### src/rtl/mult_pkg.sv
// Shared definitions for the mult_16_seq sequential multiplier: operand
// width, iteration counter width, FSM state encoding and small arithmetic
// helpers. The optional signed mode is controlled by the MULT_SIGNED_EN macro.
package mult_pkg;

    localparam int MULT_W = 16;
    localparam int CNT_W  = 4;

    // Counter value loaded on start; RUN ends after the pass where cnt is 0,
    // giving exactly MULT_W iterations.
    localparam logic [CNT_W-1:0] ITER_LAST = 4'd15;

    typedef enum logic [1:0] {
        IDLE = 2'd0,
        RUN  = 2'd1,
        FIX  = 2'd2,
        DONE = 2'd3
    } state_t;

    // Magnitude of a two's complement operand. 0x8000 maps to 0x8000, which
    // is correct when the result is read back as unsigned.
    function automatic logic [MULT_W-1:0] abs_w(input logic [MULT_W-1:0] v);
        return v[MULT_W-1] ? (~v + 16'd1) : v;
    endfunction

    // Two's complement negation of a full-width product.
    function automatic logic [2*MULT_W-1:0] neg_2w(input logic [2*MULT_W-1:0] v);
        return ~v + 32'd1;
    endfunction

endpackage

### src/rtl/mult_16_seq_if.sv
// Request/result bundle between the control unit (master) and the
// multiplier (slave).
interface mult_16_seq_if;
    import mult_pkg::*;

    logic              start;
    logic              is_signed;
    logic [MULT_W-1:0] a;
    logic [MULT_W-1:0] b;
    logic              busy;
    logic              done;
    logic [MULT_W-1:0] hi;
    logic [MULT_W-1:0] lo;

    modport master (
        output start, is_signed, a, b,
        input  busy, done, hi, lo
    );

    modport slave (
        input  start, is_signed, a, b,
        output busy, done, hi, lo
    );

endinterface

### src/rtl/cla_add16.sv
// 16-bit carry-lookahead adder: four 4-bit groups with group generate and
// propagate terms feeding a lookahead carry chain between groups.
module cla_add16
    import mult_pkg::*;
(
    input  logic [MULT_W-1:0] x,
    input  logic [MULT_W-1:0] y,
    input  logic              cin,
    output logic [MULT_W-1:0] sum,
    output logic              cout
);

    logic [MULT_W-1:0] g_s;
    logic [MULT_W-1:0] p_s;
    logic [MULT_W:0]   c_s;
    logic [3:0]        gg_s;
    logic [3:0]        gp_s;
    logic [4:0]        gc_s;

    // Bit and group generate/propagate, group carries, then per-bit carries.
    always_comb begin
        g_s  = x & y;
        p_s  = x ^ y;
        gg_s = 4'd0;
        gp_s = 4'd0;
        for (int k = 0; k < 4; k++) begin
            gp_s[k] = &p_s[4*k +: 4];
            gg_s[k] = g_s[4*k+3]
                    | (p_s[4*k+3] & g_s[4*k+2])
                    | (p_s[4*k+3] & p_s[4*k+2] & g_s[4*k+1])
                    | (p_s[4*k+3] & p_s[4*k+2] & p_s[4*k+1] & g_s[4*k]);
        end
        gc_s[0] = cin;
        gc_s[1] = gg_s[0] | (gp_s[0] & cin);
        gc_s[2] = gg_s[1] | (gp_s[1] & gg_s[0]) | (gp_s[1] & gp_s[0] & cin);
        gc_s[3] = gg_s[2] | (gp_s[2] & gg_s[1]) | (gp_s[2] & gp_s[1] & gg_s[0])
                | (gp_s[2] & gp_s[1] & gp_s[0] & cin);
        gc_s[4] = gg_s[3] | (gp_s[3] & gg_s[2]) | (gp_s[3] & gp_s[2] & gg_s[1])
                | (gp_s[3] & gp_s[2] & gp_s[1] & gg_s[0])
                | (gp_s[3] & gp_s[2] & gp_s[1] & gp_s[0] & cin);
        c_s = {(MULT_W+1){1'b0}};
        for (int k = 0; k < 4; k++) begin
            c_s[4*k] = gc_s[k];
            for (int j = 0; j < 3; j++) begin
                c_s[4*k+j+1] = g_s[4*k+j] | (p_s[4*k+j] & c_s[4*k+j]);
            end
        end
        c_s[MULT_W] = gc_s[4];
        sum  = p_s ^ c_s[MULT_W-1:0];
        cout = c_s[MULT_W];
    end

endmodule

### src/rtl/mult_ctrl.sv
// FSM and iteration counter for mult_16_seq. Emits load (request accepted),
// step (one shift-add pass), fix (sign correction, MULT_SIGNED_EN only) and
// done (result is captured this edge) strobes.
module mult_ctrl
    import mult_pkg::*;
(
    input  logic clk,
    input  logic rst_n,
    input  logic start,
`ifdef MULT_SIGNED_EN
    input  logic neg,
    output logic fix,
`endif
    output logic load,
    output logic step,
    output logic done
);

    state_t           state_r;
    state_t           state_s;
    logic [CNT_W-1:0] cnt_r;
    logic [CNT_W-1:0] cnt_s;

    // State and counter registers.
    always_ff @(posedge clk or negedge rst_n) begin
        if (!rst_n) begin
            state_r <= IDLE;
            cnt_r   <= {CNT_W{1'b0}};
        end else begin
            state_r <= state_s;
            cnt_r   <= cnt_s;
        end
    end

    // Next-state, counter update and strobe decode.
    always_comb begin
        state_s = state_r;
        cnt_s   = cnt_r;
        load    = 1'b0;
        step    = 1'b0;
        done    = 1'b0;
`ifdef MULT_SIGNED_EN
        fix     = 1'b0;
`endif
        case (state_r)
            IDLE: begin
                if (start) begin
                    load    = 1'b1;
                    cnt_s   = ITER_LAST;
                    state_s = RUN;
                end else begin
                    state_s = IDLE;
                end
            end
            RUN: begin
                step = 1'b1;
                if (cnt_r == {CNT_W{1'b0}}) begin
`ifdef MULT_SIGNED_EN
                    if (neg) begin
                        state_s = FIX;
                    end else begin
                        state_s = DONE;
                        done    = 1'b1;
                    end
`else
                    state_s = DONE;
                    done    = 1'b1;
`endif
                end else begin
                    cnt_s = cnt_r - 4'd1;
                end
            end
            FIX: begin
`ifdef MULT_SIGNED_EN
                fix     = 1'b1;
                done    = 1'b1;
                state_s = DONE;
`else
                // Unreachable without signed support; recover to IDLE.
                state_s = IDLE;
`endif
            end
            DONE: begin
                state_s = IDLE;
            end
            default: begin
                state_s = IDLE;
                cnt_s   = {CNT_W{1'b0}};
            end
        endcase
    end

endmodule

### src/rtl/mult_16_seq.sv
// Iterative 16x16 shift-add multiplier producing a 32-bit product as HI/LO.
// One adder pass per cycle for 16 cycles; result registered on entry to DONE.
// Optional signed mode (MULT_SIGNED_EN): multiplies magnitudes, then negates
// the product in an extra FIX cycle when the operand signs differ.
module mult_16_seq
    import mult_pkg::*;
(
    input  logic               clk,
    input  logic               rst_n,
    mult_16_seq_if.slave       bus
);

    logic [MULT_W-1:0]   acc_r;
    logic [MULT_W-1:0]   mcand_r;
    logic [MULT_W-1:0]   mplr_r;
    logic                busy_r;
    logic                done_r;
    logic [MULT_W-1:0]   hi_r;
    logic [MULT_W-1:0]   lo_r;

    logic                load_s;
    logic                step_s;
    logic                done_s;
    logic [MULT_W-1:0]   a_op_s;
    logic [MULT_W-1:0]   b_op_s;
    logic [MULT_W-1:0]   add_y_s;
    logic [MULT_W-1:0]   sum_s;
    logic                cout_s;
    logic [2*MULT_W-1:0] prod_next_s;

`ifdef MULT_SIGNED_EN
    logic                neg_r;
    logic                neg_in_s;
    logic                fix_s;

    // Signed requests run on magnitudes; the sign is applied in FIX.
    always_comb begin
        if (bus.is_signed) begin
            a_op_s   = abs_w(bus.a);
            b_op_s   = abs_w(bus.b);
            neg_in_s = bus.a[MULT_W-1] ^ bus.b[MULT_W-1];
        end else begin
            a_op_s   = bus.a;
            b_op_s   = bus.b;
            neg_in_s = 1'b0;
        end
    end

    // Result sign, captured with the operands.
    always_ff @(posedge clk or negedge rst_n) begin
        if (!rst_n) begin
            neg_r <= 1'b0;
        end else if (load_s) begin
            neg_r <= neg_in_s;
        end else begin
            neg_r <= neg_r;
        end
    end
`else
    // Operands are always unsigned.
    always_comb begin
        a_op_s = bus.a;
        b_op_s = bus.b;
    end
`endif

    mult_ctrl u_ctrl (
        .clk   (clk),
        .rst_n (rst_n),
        .start (bus.start),
`ifdef MULT_SIGNED_EN
        .neg   (neg_r),
        .fix   (fix_s),
`endif
        .load  (load_s),
        .step  (step_s),
        .done  (done_s)
    );

    // Add the multiplicand only when the current multiplier LSB is set.
    always_comb begin
        if (mplr_r[0]) begin
            add_y_s = mcand_r;
        end else begin
            add_y_s = {MULT_W{1'b0}};
        end
    end

    cla_add16 u_add (
        .x    (acc_r),
        .y    (add_y_s),
        .cin  (1'b0),
        .sum  (sum_s),
        .cout (cout_s)
    );

    // {acc, mplr} after this pass: 17-bit sum shifted right with the multiplier.
    always_comb begin
        prod_next_s = {cout_s, sum_s, mplr_r[MULT_W-1:1]};
    end

    // Partial-product datapath: load on accept, shift-add on each step.
    always_ff @(posedge clk or negedge rst_n) begin
        if (!rst_n) begin
            acc_r   <= {MULT_W{1'b0}};
            mcand_r <= {MULT_W{1'b0}};
            mplr_r  <= {MULT_W{1'b0}};
        end else if (load_s) begin
            acc_r   <= {MULT_W{1'b0}};
            mcand_r <= a_op_s;
            mplr_r  <= b_op_s;
        end else if (step_s) begin
            acc_r   <= prod_next_s[2*MULT_W-1:MULT_W];
            mplr_r  <= prod_next_s[MULT_W-1:0];
        end else begin
            acc_r   <= acc_r;
            mplr_r  <= mplr_r;
        end
    end

    // Handshake status: busy from accept until the result is captured.
    always_ff @(posedge clk or negedge rst_n) begin
        if (!rst_n) begin
            busy_r <= 1'b0;
            done_r <= 1'b0;
        end else begin
            if (load_s) begin
                busy_r <= 1'b1;
            end else if (done_s) begin
                busy_r <= 1'b0;
            end else begin
                busy_r <= busy_r;
            end
            done_r <= done_s;
        end
    end

    // Result registers; they change only when entering DONE.
    always_ff @(posedge clk or negedge rst_n) begin
        if (!rst_n) begin
            hi_r <= {MULT_W{1'b0}};
            lo_r <= {MULT_W{1'b0}};
`ifdef MULT_SIGNED_EN
        end else if (fix_s) begin
            {hi_r, lo_r} <= neg_2w({acc_r, mplr_r});
`endif
        end else if (done_s) begin
            {hi_r, lo_r} <= prod_next_s;
        end else begin
            hi_r <= hi_r;
            lo_r <= lo_r;
        end
    end

    assign bus.busy = busy_r;
    assign bus.done = done_r;
    assign bus.hi   = hi_r;
    assign bus.lo   = lo_r;

endmodule

### src/flat_wrapper.sv
// flat-port wrapper written by rule: the top's interface ports become plain ports
module mult_16_seq_flat import mult_pkg::*;
  (clk, rst_n, bus_start, bus_is_signed, bus_a, bus_b, bus_busy, bus_done, bus_hi, bus_lo);
  mult_16_seq_if bus_i ();
  input  logic clk;
  input  logic rst_n;
  input wire logic [$bits(bus_i.start)-1:0] bus_start;
  input wire logic [$bits(bus_i.is_signed)-1:0] bus_is_signed;
  input wire logic [$bits(bus_i.a)-1:0] bus_a;
  input wire logic [$bits(bus_i.b)-1:0] bus_b;
  output wire logic [$bits(bus_i.busy)-1:0] bus_busy;
  output wire logic [$bits(bus_i.done)-1:0] bus_done;
  output wire logic [$bits(bus_i.hi)-1:0] bus_hi;
  output wire logic [$bits(bus_i.lo)-1:0] bus_lo;
  assign bus_i.start = bus_start;
  assign bus_i.is_signed = bus_is_signed;
  assign bus_i.a = bus_a;
  assign bus_i.b = bus_b;
  assign bus_busy = bus_i.busy;
  assign bus_done = bus_i.done;
  assign bus_hi = bus_i.hi;
  assign bus_lo = bus_i.lo;
  mult_16_seq u_core (.clk(clk), .rst_n(rst_n), .bus(bus_i));
endmodule
### config.mk
export PLATFORM = sky130hd
export DESIGN_NAME = mult_16_seq_flat
export DESIGN_NICKNAME = d
export VERILOG_FILES = /design/src/rtl/mult_pkg.sv /design/src/rtl/mult_16_seq_if.sv /design/src/rtl/cla_add16.sv /design/src/rtl/mult_ctrl.sv /design/src/rtl/mult_16_seq.sv /design/src/flat_wrapper.sv
export SDC_FILE = /design/constraint.sdc
export NUM_CORES = 1
export LEC_CHECK = 0
export BUFFER_PORTS_ARGS = -buffer_cell sky130_fd_sc_hd__buf_2
export CORE_MARGIN = 4
export CORE_UTILIZATION = 55
export CTS_CLUSTER_DIAMETER = 40
export DETAILED_ROUTE_END_ITERATION = 16
export PLACE_DENSITY_LB_ADDON = 0.25
export SLEW_MARGIN = 20
export SYNTH_ARGS = -nofsm -noshare
export SYNTH_HDL_FRONTEND = slang
export SYNTH_SLANG_ARGS = --single-unit
### constraint.sdc
create_clock -name clk -period 6.8 [get_ports clk]
set_clock_uncertainty 0.15 [all_clocks]
set_input_delay 1.36 -clock clk [delete_from_list [all_inputs] [get_ports clk]]
set_output_delay 1.36 -clock clk [all_outputs]
set_load 0.1 [all_outputs]
---- Word-level counts from Yosys, hierarchy flattened ----
Index checks and enable logic that the tools add are counted.
W data, S select, Z words.
storage, ports and cells
  bits of input ports ..................... 36
  bits in registers ....................... 88
  output and inout bits ................... 34
operators by class
  multiplexer cells ....................... 18
  reduce and logical (&&, ||, !) cells .... 10
  add/subtract/negate cells ............... 1
  equal/unequal tests ..................... 6
  bitwise gates (word level) .............. 72
operators by type and width
  kind                   number
  $mux W16               5
  $and A1 B1 Y1          40
  $xor A16 B16 Y16       2
  $or A1 B1 Y1           29
  $and A16 B16 Y16       1
  $reduce_and A4 Y1      3
  $mux W1                8
  $mux W4                2
  $pmux W4 S2            1
  $ne A2 B2 Y1 const B   3
  $pmux W2 S3            1
  $reduce_bool A2 Y1     3
  $eq A2 B2 Y1 const B   2
  $logic_not A4 Y1       1
  $sub A4 B1 Y4 const B  1
  $reduce_and A3 Y1      1
  $eq A2 B1 Y1 const B   1
  $logic_not A2 Y1       1
  $mux W2                1
  $reduce_or A2 Y1       1

---- Depth between registers and ports, before layout ----
  depth after elaboration ................. 18
  gate-level depth with buffers ........... 14

---- Modules after synthesis ----
A second synthesis with hierarchy kept.
unflattened totals
  cells, all modules ...................... 354
  area, all modules ....................... 4555.6 µm²
modules (own cells, without submodules)
  module       instances  sequential area each (µm²)  cells an instance  area an instance (µm²)
  mult_16_seq  1          2052.0                      245                3523.4
  cla_add16    1          0.0                         73                 690.7
  mult_ctrl    1          150.1                       36                 341.6

---- Worst setup path after synthesis ----
No wires, ideal clock.
  path type ............................... reg2reg
  from .................................... register u_core.mplr_r[0]
  to ...................................... register u_core.acc_r[13]
  required time ........................... 6.524 ns
  slack ................................... 3.458 ns
  buffers on the path ..................... 1
  cell stages (with the launch flop) ...... 15
  library setup time ...................... 0.126 ns
  clock period less this slack ............ 3.342 ns
  arrival time ............................ 3.066 ns
  cell sequence ........................... dfrtp_1 -> clkbuf_1 -> nand2_1 -> inv_1 -> ha_1 -> a21oi_1 -> o21a_1 -> o21ai_0 -> a21oi_1 -> fa_1 -> fa_1 -> inv_1 -> fa_1 -> nand2_1 -> o21ai_0
on the way
  cells in the longest elaborated chain, start to end .. 16
  elaborated cells on any way between the ends .. 41
RTL lines
  item                                                         line                                               source
  start, declared                                              mult_16_seq.sv:15                                  logic [MULT_W-1:0] mplr_r;
  start signal, assigned                                       mult_16_seq.sv:107                                 mplr_r <= {MULT_W{1'b0}};
  start signal, assigned                                       mult_16_seq.sv:111                                 mplr_r <= b_op_s;
  start signal, assigned                                       mult_16_seq.sv:114                                 mplr_r <= prod_next_s[MULT_W-1:0];
  $mux W16 (*)                                                 mult_16_seq.sv:82                                  if (mplr_r[0]) begin
  $xor A16 B16 Y16 / $and A16 B16 Y16 (equally long branches)  cla_add16.sv:23, cla_add16.sv:22
  $and A1 B1 Y1 (on tied branches)                             cla_add16.sv:29, cla_add16.sv:30, cla_add16.sv:31
  $or A1 B1 Y1 (tied with other cells)                         cla_add16.sv:29                                    | (p_s[4*k+3] & g_s[4*k+2])
  $or A1 B1 Y1 / $and A1 B1 Y1 (equally long branches)         cla_add16.sv:30, cla_add16.sv:31
  $or A1 B1 Y1                                                 cla_add16.sv:31                                    | (p_s[4*k+3] & p_s[4*k+2] & p_s[4*k+1] & g_s[4*k]);
  $and A1 B1 Y1                                                cla_add16.sv:36                                    gc_s[3] = gg_s[2] | (gp_s[2] & gg_s[1]) | (gp_s[2] & gp_s[1] & gg_s[0])
  $or A1 B1 Y1 (2 in series)                                   cla_add16.sv:36
  $and A1 B1 Y1                                                cla_add16.sv:45                                    c_s[4*k+j+1] = g_s[4*k+j] | (p_s[4*k+j] & c_s[4*k+j]);
  $or A1 B1 Y1                                                 cla_add16.sv:45
  $and A1 B1 Y1                                                cla_add16.sv:45
  $or A1 B1 Y1                                                 cla_add16.sv:45
  $xor A16 B16 Y16 (*)                                         cla_add16.sv:49                                    sum = p_s ^ c_s[MULT_W-1:0];
  named net u_core.sum_s[14]                                   mult_16_seq.sv:27                                  logic [MULT_W-1:0] sum_s;
  $mux W16 (*)                                                 mult_16_seq.sv:112                                 end else if (step_s) begin
  $mux W16 (*)                                                 mult_16_seq.sv:108                                 end else if (load_s) begin
  end signal, assigned                                         mult_16_seq.sv:109                                 acc_r <= {MULT_W{1'b0}};
  end signal, assigned                                         mult_16_seq.sv:113                                 acc_r <= prod_next_s[2*MULT_W-1:MULT_W];
  end signal, assigned                                         mult_16_seq.sv:116                                 acc_r <= acc_r;
  end, declared                                                mult_16_seq.sv:13                                  logic [MULT_W-1:0] acc_r;
Mark *: on every way through the listed nets, which the timed path passes. The rest lies on a longest branch. The select of a mux whose other input is x is not followed.
A chain may end at the register's enable or synchronous reset.

---- Final worst setup path ----
  from .................................... register u_core.mplr_r[0]
  to ...................................... register u_core.acc_r[9]
on the way
  cells in the longest elaborated chain, start to end .. 15
  elaborated cells on any way between the ends .. 29
RTL lines
  item                                                         line                                               source
  $mux W16 (*)                                                 mult_16_seq.sv:82
  $xor A16 B16 Y16 / $and A16 B16 Y16 (equally long branches)  cla_add16.sv:23, cla_add16.sv:22
  $and A1 B1 Y1 (on tied branches)                             cla_add16.sv:29, cla_add16.sv:30, cla_add16.sv:31
  $or A1 B1 Y1 (tied with other cells)                         cla_add16.sv:29
  $or A1 B1 Y1 / $and A1 B1 Y1 (equally long branches)         cla_add16.sv:30, cla_add16.sv:31
  $or A1 B1 Y1                                                 cla_add16.sv:31
  $and A1 B1 Y1                                                cla_add16.sv:35                                    gc_s[2] = gg_s[1] | (gp_s[1] & gg_s[0]) | (gp_s[1] & gp_s[0] & cin);
  $or A1 B1 Y1                                                 cla_add16.sv:35
  $and A1 B1 Y1                                                cla_add16.sv:45
  $or A1 B1 Y1                                                 cla_add16.sv:45
  $and A1 B1 Y1                                                cla_add16.sv:45
  $or A1 B1 Y1                                                 cla_add16.sv:45
  $xor A16 B16 Y16 (*)                                         cla_add16.sv:49
  named net u_core.sum_s[10]                                   mult_16_seq.sv:27
  $mux W16 (*)                                                 mult_16_seq.sv:112
  $mux W16 (*)                                                 mult_16_seq.sv:108
Marked as above.

==> summary by stage <==
Run status
The run finished with clean final reports.

Layout
The synthesis-to-finish area growth is 13.4%. The number of nets in the finished design is 561. The most frequent standard cell in the layout excluding fill and tap cells is nand2_1. The post-route cell area is 4720 um2. The number of diodes is 0. The post-route netlist has 18.2% of its cells at a drive strength greater than 1. After filler insertion, the fill cell instance count of the layout stands at 664.

Leaving out fill and tap cells, the most frequent cells in the layout are 156 x nand2_1, 88 x dfrtp_1, 67 x buf_2, 38 x o21ai_0, 26 x inv_1.

Floorplanning
The effective utilization at floorplan is 57.1%. The floorplan die width is 95.0 um. In this run the vertical extent of the chip is 95.0 um. The die covers 9020 um2. The row count is 31. In this run the standard cell core region covers 7290 um2. The count of boundary I/O pins is 70.

Job
The max-cap check violation count is 0.

Clock tree
Counting the buffers created by CTS gives 9. The count of H-tree levels built during CTS is 3. Buffers added to address setup during post-CTS repair amount to 0.

The root buffer cell chosen for the clock tree is clkbuf_8. The number of buffers on the longest clock path is 2. The clock transition at the registers of the reported paths is 0.09 ns. The clock sink total is 88. The number of instances resized during post-cts repair is 0. The clock tree from TritonCTS is yes. The number of buffers inserted by hold repair at cts is 0.

The clock latency at the later pin of the worst-skew pair is 0.36 ns.

Critical path
The type of the worst setup path is reg2reg. STA classifies the critical path endpoint as a register. STA puts the critical path data required time at 6.88 ns. The data arrival time at the worst-slack endpoint is 3.90 ns.

Along the worst path, the maximum fanout reaches 17. The critical path startpoint category is a register.

Yosys
The largest area contributor in the synthesized netlist is dfrtp_1. In this run, synthesis inferred 0 flip-flops with an integrated enable. The count of unique library cells instantiated by Yosys is 35.

The number of warnings reported in the yosys synthesis log is 0. The fraction of synthesis flops using an asynchronous set or reset pin is 100%. The number of nets handed over by synthesis was 501. The cell count after synthesis is 436. In this run, synthesis produced a sequential element count of 88. The predominant post-synthesis flop cell is dfrtp_1. After synthesis, the cell types taking the most area are dfrtp_1 53%, nand2_1 14%, ha_1 5.4%, fa_1 5.3%, o21ai_0 4.6%. The share of synthesized area in the top cell type comes to 52.9%. Each instance of the synthesized netlist takes up on average 9.54 um2.

Summing every instance area after synthesis gives 4160 um2. The proportion of synthesized chip area in sequential cells is 52.9%.

Routing
The number of search-and-repair iterations in the first detailed-routing pass is 5. The via count is 3,116. The final antenna-violating net count is 0. For this block, the initial DRC count from the detailed router was 145. The average via count per standard cell is 5.19. The DRC violation count after routing is 0. After detailed routing, the total wire length is 8600 um. The post-detailed-route wirelength per cell is 14.3 um.

STA
The final-report setup violation count is 0. For the pin with the worst max-slew slack, the measured transition is 1.01 ns. The remaining max-slew budget at the tightest pin is 32.6%.

The final-report max-slew violation count is 0. The final count of hold timing violations is 0. After routing, the total negative slack on setup checks comes to 0 ns.

Setup repair after global routing left no endpoint under its margin. The clock period minus worst slack is 3.82 ns. The final clock period utilization by the worst path is 56.2%.

The fmax is 0.262 GHz.

Min path
In this run the worst hold path is classified as reg2reg.

Global route
The global-route wire length before repair is 14,700 um. The overall overflow remaining after global route is 0. The number of global-route vias before repair is 3,239. Entering global routing, the biggest net connects 68 pins. The number of antenna violations at the first check in global routing is 0. The total routing resource utilization after global routing is 21.0%.

Place
The cell area after placement is 4550 um2. After legalization and detailed placement, the total HPWL measured 6010 um. Input and output buffers added on the ports amount to 68. The routability congestion estimate from global placement is 0.796.
[worst max-delay path, cell delays in order, from the launching register on]
cell,delay [ns]
dfrtp_1,0.60
and2_1,0.25
ha_1,0.32
nand2_1,0.07
o21a_1,0.22
o21ai_0,0.40
inv_1,0.12
fa_1,0.43
fa_1,0.41
inv_1,0.09
fa_1,0.47
nand2_1,0.08
o21ai_0,0.08
[state kept, by name (all words and copies together) (netlist names)]
register,cells
u_core.acc_r,16
u_core.bus.busy,1
u_core.bus.done,1
u_core.bus.hi,16
u_core.bus.lo,16
u_core.mcand_r,16
u_core.mplr_r,16
u_core.u_ctrl.cnt_r,4
u_core.u_ctrl.state_r,2
[cells by family after synthesis]
family	synth area share, %
and+or+nand+nor	18.5
DFF	52.9
AOI/OAI and AO/OA	11.6
buffers and inverters	4.84
adders and majority gates	10.7
xor gates and xnor gates	1.47
[worst paths after layout]
kind	startpoint	to	slack, ns	cells past startpoint
max	u_core.mplr_r[0]$_DFFE_PN0P_	u_core.acc_r[9]$_DFFE_PN0P_	2.98	12
min	u_core.bus.lo[4]$_DFFE_PN0P_	u_core.bus.lo[4]$_DFFE_PN0P_	0.32	2
max reg2reg	u_core.mplr_r[0]$_DFFE_PN0P_	u_core.acc_r[9]$_DFFE_PN0P_	2.98	12
min reg2reg	u_core.bus.lo[4]$_DFFE_PN0P_	u_core.bus.lo[4]$_DFFE_PN0P_	0.32	2
max in group asynchronous	rst_n	u_core.acc_r[8]$_DFFE_PN0P_	4.66	2
min in group asynchronous	rst_n	u_core.bus.hi[5]$_DFFE_PN0P_	0.72	1
[cell usage after synthesis, types with 2 or more instances]
library cell	number
nand2_1	156
dfrtp_1	88
o21ai_0	38
inv_1	26
ha_1	18
a22oi_1	16
fa_1	11
clkbuf_1	10
a21oi_1	9
buf_2	8
and2_1	7
o22ai_1	7
nor2b_1	5
o21ai_1	4
xnor2_1	4
buf_4	3
nor2_1	3
xor2_1	3
nand2b_1	2
nand3_1	2
nand4_1	2
[through the flow]
step | std cells | utilization [%] | hold slack (ns) | setup slack, ns
after floorplan | 436 | - | 0.287 | 3.46
after global placement | 584 | 62.4 | 0.301 | 3.00
after global routing | 600 | 64.7 | 0.348 | 2.72
after CTS | 600 | 64.7 | 0.328 | 2.98
after detailed placement | 584 | 62.4 | 0.307 | 2.99
final | 600 | 64.7 | 0.324 | 2.98
[cell type report]
type                    instances  area, um2  area share [%]
repair buffers                 70        358            7.58
multi-input cells             300       1760            37.3
clock buffers                  11        141            2.99
inverters                      27        101            2.15
clock inverters                 5       32.5           0.689
well taps                      99        124            2.62
flip-flops and latches         88       2200            46.6
[metal layers]
metal	GRT usage [%]	share of wire (%)	vias up
li1	-	-	1534
met2	33.7	47	68
met3	4.38	4.5	12
met5	0	0	-
met1	28.6	47	1502
met4	7.09	1.4	0
Power is left out: the tool's default activity adds up to more than one toggle a clock period on the data nets, which glitch-free logic cannot reach.
